==> src/rtl/sid_sequencer.sv <==
// SID register-write sequencer: plays a command ROM into one of NUM_SIDS chips at the SID clock rate.
// Optional macro SID_SEQ_LOOP_EN: END restarts the program at index 0 instead of halting.
module sid_sequencer #(
  parameter int unsigned CLK_DIV  = 12,
  parameter int unsigned ROM_AW   = 8,
  parameter int unsigned NUM_SIDS = 2,
  parameter int unsigned DAC_HOLD = 3
) (
  input  logic                clk,
  input  logic                reset,
  output logic [ROM_AW-1:0]   rom_index,
  output logic                rom_rd,
  input  logic [1:0]          rom_sel,
  input  logic [4:0]          rom_reg,
  input  logic [7:0]          rom_data,
  output logic                sid_ce,
  output logic [NUM_SIDS-1:0] sid_we,
  output logic [4:0]          sid_addr,
  output logic [7:0]          sid_data,
  output logic                sid_reset,
  output logic                dac_reset,
  output logic                done
);

  localparam int unsigned CntW = (CLK_DIV > 1) ? $clog2(CLK_DIV) : 1;
  localparam int unsigned DacW = (DAC_HOLD > 0) ? $clog2(DAC_HOLD + 1) : 1;
  localparam logic [CntW-1:0] CntTop = CntW'(CLK_DIV - 1);

  localparam logic [4:0] RegEnd     = 5'h1D;
  localparam logic [4:0] RegDelayHi = 5'h1E;
  localparam logic [4:0] RegDelay   = 5'h1F;

  typedef enum logic [0:0] {StRun, StHalt} state_e;

  state_e          state_q;
  logic [CntW-1:0] cnt_q;
  logic [15:0]     wait_q;
  logic [15:0]     wait_dec;
  logic [15:0]     delay_val;
  logic [7:0]      hi_q;
  logic            dec_q;
  logic [DacW-1:0] dac_left_q;

  always_comb begin
    wait_dec  = (wait_q != 16'd0) ? wait_q - 16'd1 : wait_q;
    delay_val = {hi_q, rom_data};
  end

  assign sid_ce = (cnt_q == '0);

  always_ff @(posedge clk) begin
    if (reset) begin
      state_q    <= StRun;
      cnt_q      <= CntTop;
      wait_q     <= 16'd1;
      hi_q       <= 8'd0;
      dec_q      <= 1'b0;
      dac_left_q <= DacW'(DAC_HOLD);
      rom_index  <= '0;
      rom_rd     <= 1'b0;
      sid_we     <= '0;
      sid_addr   <= 5'd0;
      sid_data   <= 8'd0;
      sid_reset  <= 1'b1;
      dac_reset  <= 1'b1;
      done       <= 1'b0;
    end else begin
      // The ROM word registered on the rom_rd edge is decoded one cycle later.
      dec_q  <= rom_rd;
      rom_rd <= 1'b0;

      if (cnt_q == '0) begin
        cnt_q     <= CntTop;
        wait_q    <= wait_dec;
        sid_we    <= '0;
        sid_reset <= 1'b0;
        rom_rd    <= (wait_dec == 16'd0) && (state_q == StRun);
        if (dac_left_q != '0) begin
          dac_left_q <= dac_left_q - DacW'(1);
        end
        dac_reset <= (dac_left_q > DacW'(1));
      end else begin
        cnt_q <= cnt_q - CntW'(1);
      end

      if (dec_q) begin
        unique case (rom_reg)
          RegEnd: begin
`ifdef SID_SEQ_LOOP_EN
            rom_index <= '0;
            hi_q      <= 8'd0;
`else
            state_q <= StHalt;
            done    <= 1'b1;
`endif
          end
          RegDelayHi: begin
            hi_q      <= rom_data;
            rom_index <= rom_index + ROM_AW'(1);
          end
          RegDelay: begin
            // A zero delay behaves as one so the read slot is never skipped.
            wait_q    <= (delay_val == 16'd0) ? 16'd1 : delay_val;
            hi_q      <= 8'd0;
            rom_index <= rom_index + ROM_AW'(1);
          end
          default: begin
            sid_addr <= rom_reg;
            sid_data <= rom_data;
            for (int unsigned i = 0; i < NUM_SIDS; i++) begin
              sid_we[i] <= (rom_sel == 2'(i));
            end
            rom_index <= rom_index + ROM_AW'(1);
          end
        endcase
      end
    end
  end

endmodule

==> config.mk <==
export PLATFORM = sky130hd
export DESIGN_NAME = sid_sequencer
export DESIGN_NICKNAME = d
export VERILOG_FILES = /design/src/rtl/sid_sequencer.sv
export SDC_FILE = /design/constraint.sdc
export NUM_CORES = 1
export LEC_CHECK = 0
export BUFFER_PORTS_ARGS = -buffer_cell sky130_fd_sc_hd__buf_4
export CAP_MARGIN = 20
export CORE_MARGIN = 2
export CORE_UTILIZATION = 50
export DETAILED_ROUTE_END_ITERATION = 12
export GPL_ROUTABILITY_DRIVEN = 0
export GPL_TIMING_DRIVEN = 0
export PLACE_DENSITY = 0.83
export SETUP_SLACK_MARGIN = 0.1
export SLEW_MARGIN = 30
export SYNTH_ARGS = -nofsm -noshare
export SYNTH_HDL_FRONTEND = slang
export SYNTH_SLANG_ARGS = --single-unit
==> constraint.sdc <==
create_clock -name clk -period 6.05 [get_ports clk]
set_clock_uncertainty 0.1 [all_clocks]
set_input_delay 0.9075 -clock clk [delete_from_list [all_inputs] [get_ports clk]]
set_output_delay 0.9075 -clock clk [all_outputs]
set_load 0.005 [all_outputs]
* Yosys cells after proc, flatten, opt, wreduce, memory -nomap -nowiden
Cells that the tools add are included.
Cells by class: bitwise gates (word level) 4, multiplexer cells 9, reductions and logical operators 16, add/subtract/negate cells 4, equality and inequality tests 4, $lt $le $gt $ge 1
Operators by type and width (count):
- 2-to-1 mux 16 bit | 5
- logical NOT 16 bit | 2
- one-hot mux 8 bit (2 select lines) | 1
- nonzero test 16 bit | 1
- subtractor 16 x 1 -> 16 bit, second input constant | 1
- == test 5 bit, second input constant | 3
- AND reduction 2 bit | 5
- adder 8 x 1 -> 8 bit, second input constant | 1
- 2-to-1 mux 2 bit | 3
- logical NOT 4 bit | 1
- NOT 1 bit | 4
- nonzero test 2 bit | 2
- OR reduction 2 bit | 2
- subtractor 4 x 1 -> 4 bit, second input constant | 1
- OR reduction 3 bit | 1
- == test 2 x 1 -> 1 bit, second input constant | 1
- > comparator 2 x 1 -> 1 bit, second input constant | 1
- logical NOT 2 bit | 1
- subtractor 2 x 1 -> 2 bit, second input constant | 1
- logical AND 1 bit | 1
Word-level totals: input bits 17, output and inout port bits 28, register bits after elaboration 58, logic and storage cells 51

* Logic depth before layout (Yosys ltp)
depth in word-level cells 5, gate-level depth with buffers 9, depth with buffers taken out 8

* Least setup slack after synthesis
No wires, ideal clock.
kind input port to flip-flop, from in rom_reg[4], to reg wait_q[11], stages 6, path slack 3.593 ns, data arrival time 2.229 ns, buffers on the path 1, cell sequence nand3_1 nor2_1 nand3_1 nand2_1 clkbuf_1 o2bb2ai_1
On the way: longest elaborated chain between the ends 3
RTL lines:
- start, declared | RTL line 14 | input logic [4:0] rom_reg,
- == test 5 bit | RTL line 87 | unique case (rom_reg)
- 2-to-1 mux 16 bit | RTL line 87
- 2-to-1 mux 16 bit | RTL line 86 | if (dec_q) begin
- end signal, assigned | RTL line 74 | wait_q <= wait_dec;
- end signal, assigned | RTL line 103 | wait_q <= (delay_val == 16'd0) ? 16'd1 : delay_val;
- end, declared | RTL line 37 | logic [15:0] wait_q;
No other way between the ends. A chain may end at the register's enable or synchronous reset.

* Worst setup path after layout
from reg cnt_q[0], to out sid_ce
On the way: longest elaborated chain between the ends 1
RTL lines:
- start, declared | RTL line 36 | logic [CntW-1:0] cnt_q;
- start signal, assigned | RTL line 54 | cnt_q <= CntTop;
- start signal, assigned | RTL line 73 | cnt_q <= CntTop;
- start signal, assigned | RTL line 83 | cnt_q <= cnt_q - CntW'(1);
- logical NOT 4 bit | RTL line 49 | assign sid_ce = (cnt_q == '0);
- end, declared | RTL line 16 | output logic sid_ce,
No other way between the ends.

==> summary.txt <==
Run status
  – Status: finished, final reports clean

GRT
  – Met3 Use GR: 4.33%
  – First-pass GRT wire length: 11900 um
  – Met2 Track Usage GR: 36.9%
  – Grt total ovfl: 0
  – Vias in the first global route: 2490
  – GRT Max-Usage Layer: met2
  – Largest net degree at the start of global routing: 11
  – Routing usage on met1: 30.4%
  – Initial antenna violation count: 0
  – Gr usage total: 23.6%

Final layout
  – Final instance area: 0.00359 mm^2
  – Antenna cells: 0
  – P&R area growth vs syn: 20.9%
  – Fraction of layout cells with a size suffix above 1: 18.9%
  – Fin nets: 426

Routing
  – Vias per inst: 5.80
  – DRC violations left: 0
  – Initial DRC count: 194
  – Via count: 2802
  – Routed Antenna Nets: 0
  – WL per Instance: 15.0 um
  – Pre-antenna DRT Iters: 5
  – Total wire length: 7270 um

Pwr
  – Static Leak: 0.00145 uW
  – P_sw: 161 uW
  – PD cells: 215 mW/mm^2
  – Cell Int Power: 610 uW
  – Switching Share: 20.9%
  – Combinational Power Share: 4.2%
  – Overall Power: 771 uW
  – Sequential share of power: 50.1%
  – Peak supply drop: 0.217 mV
  – Clock Power Share: 45.7%

Floorplan
  – Die Span X: 81.1 um
  – Die Height: 81.1 um
  – Row count: 28
  – Core area: 0.00582 mm^2
  – Effective utilization at floorplan: 51.1%
  – I/O pin cnt: 45
  – Die ar.: 0.00658 mm^2

Placement
  – Post-DP Area: 0.00340 mm^2
  – Detailed placer's ending HPWL: 5250 um
  – Port buffer count: 44

Clocking
  – Num Clock Sinks: 58
  – Hold-fix buffers, CTS: 0
  – Setup bufs post-CTS: 0
  – CTS resizes: 0
  – Clock-pin slew on the worst setup and hold paths: 0.06 ns
  – CTS tree: built
  – Clk_lat worst skew: 0.33 ns
  – CTS max path bufs: 2
  – Clock root cell: clkbuf_8
  – TritonCTS buffer count: 9
  – H-tree depth: 3

Synth
  – Post-synthesis cell area: 0.00297 mm^2
  – Syn Area/Cell: 8.54 um^2
  – Post-Synthesis Cells: 348
  – Post-synthesis sequential area ratio: 39.1%
  – Synth Warn #: 0
  – Yosys cell types: 54
  – Syn nets: 371
  – Post-synth ARST share: 0%
  – Post-synth top flop: dfxtp_1
  – Post-synth EDFFs: 0
  – Synth Register Bits: 58

Flow run
  – Max Cap Viol: 0

STA
  – Period Utilization, post-route: 53.4%
  – Fin Hold WS: 0.309 ns
  – Setup violators final: 0
  – Fmax: 0.310 GHz
  – Final hold vios: 0
  – Slew @ Worst Pin: 0.730 ns
  – Final count of pins violating max slew: 0
  – Max_slew headroom: 50.9%
  – Tmin final: 3.23 ns
  – Sum Neg Setup Slack: 0 ns
  – Unrepaired setup endpoints after global routing: no

Worst setup path
  – RR Startpoint: wait_q[0]
  – Max FO, Critical Path: 10
  – Critical path class: flop to output pin
  – Crit-path max cell delay: 0.50 ns
  – R2r setup slk: 3.18 ns
  – CP cell instances: inv_1 > ha_1 > or3b_2 > clkinv_1 > buf_1 > buf_4
  – CP Launch Type: flop
  – CP startpoint: cnt_q[0]
  – Critical Path Sink Type: output pin
  – Critical R2R Capture: rom_rd
  – Crit path DAT: 2.22 ns
  – Reg2reg path depth: 8
  – CP Data Required Time: 5.04 ns
  – Setup crit end: sid_ce
  – Critical path's slowest cell: or3b_2

Min path
  – Hold depth: 1
  – Tightest Hold Check Type: flop to flop
## cell families (layout without fill, tap and decap cells)
family / Yosys count / in the layout / share of synthesized area, %
flip-flops: 58 / 58 / 39.1
AND/OR/NAND/NOR: 153 / 153 / 28.8
AO/OA/AOI/OAI: 66 / 66 / 14.9
adder cells (fa/ha/maj): 6 / 6 / 2.53
XOR/XNOR: 16 / 16 / 4.72
buffers and inverters: 35 / 95 / 5.26
multiplexers: 14 / 14 / 4.76
## worst max-delay path, delay by kind of cell, from the launching register on
family / cells / cell delay, ns
adder cells (fa/ha/maj): 1 / 0.20
flip-flops: 1 / 0.33
AND/OR/NAND/NOR: 1 / 0.50
buffers and inverters: 4 / 0.84
## state kept, by name, indices dropped and copies added, names as in the netlist
signal	flops
sid_we	2
sid_addr	5
dac_reset	1
hi_q	8
wait_q	16
cnt_q	4
dec_q	1
rom_rd	1
state_q	1
sid_reset	1
sid_data	8
rom_index	8
dac_left_q	2
## per-stage QoR
step	utilization, %	instances	setup WS [ns]
after floorplan	-	348	3.59
after global placement	58.4	467	3.07
after detailed placement	58.4	467	3.02
after CTS	61.8	483	2.82
after global routing	61.8	483	2.70
final	61.8	483	2.82
## cells in the final DEF (no fill, tap or decap), types with 5 or more instances in the layout
master,instances
nor4_1,7
nand4_1,9
mux2i_1,13
nor3_1,11
clkbuf_8,11
or3_1,5
a211oi_1,9
xor2_1,11
nand3_1,27
buf_2,5
inv_1,13
ha_1,6
xnor2_1,5
nand2_1,26
clkbuf_1,14
a21oi_1,25
dfxtp_1,58
buf_4,45
nor2_1,42
o21ai_0,7
## Yosys cell counts (all sizes together) (3+ instances only)
| master | n | share of area (%) |
|---|---|---|
| clkbuf | 11 | 1.4 |
| nand2 | 26 | 3.3 |
| a211oi | 9 | 2.3 |
| or3 | 6 | 1.4 |
| ha | 6 | 2.5 |
| buf | 10 | 2.1 |
| a21oi | 25 | 4.2 |
| dfxtp | 58 | 39 |
| o2bb2ai | 4 | 1.2 |
| nand4b | 4 | 1.2 |
| nand4 | 10 | 2.3 |
| nand2b | 3 | 0.63 |
| nor3 | 12 | 2.4 |
| nor2 | 42 | 5.3 |
| mux2i | 13 | 4.4 |
| o311ai | 3 | 0.88 |
| a31oi | 4 | 0.84 |
| nor4b | 3 | 1.6 |
| nor4 | 9 | 2.9 |
| xor2 | 11 | 3.2 |
| o21ai | 8 | 1.3 |
| nand3 | 27 | 4.5 |
| inv | 13 | 1.6 |
| xnor2 | 5 | 1.5 |
## per-layer routing
metal,vias to the layer above,wire length [um]
li1,1370,-
met1,1301,3130
met2,103,3410
met3,28,476
met4,0,244
met5,-,0
## power groups by stage
stage               registers [uW]  clock network (uW)  logic (uW)
detailed placement             395                   0        32.1
finish                         386                 353        32.3
CTS                            386                 360        32.2
floorplan                      394                   0        14.9
global placement               394                   0        31.5
global route                   386                 374        35.7
## worst min path at each step
| stage | start | slack (ns) | endpoint |
|---|---|---|---|
| 6_report | cnt_q[0] | 0.31 | cnt_q[0] |
| 5_1_grt | cnt_q[0] | 0.32 | cnt_q[0] |
| 2_1_floorplan | cnt_q[0] | 0.27 | cnt_q[0] |
| 3_5_place_dp | cnt_q[0] | 0.29 | cnt_q[0] |
| 4_1_cts | cnt_q[0] | 0.31 | cnt_q[0] |
| 3_3_place_gp | cnt_q[0] | 0.29 | cnt_q[0] |
## layout make-up
cell class,count,area (um^2)
Fill cell,504,2220
Multi-Input combinational cell,255,1650
Sequential cell,58,1160
Timing Repair Buffer,44,330
Clock buffer,14,163
Buffer,21,104
Tap cell,75,93.8
Inverter,14,52.6
Clock inverter,2,35.0
(Power assumes the default switching activity.)
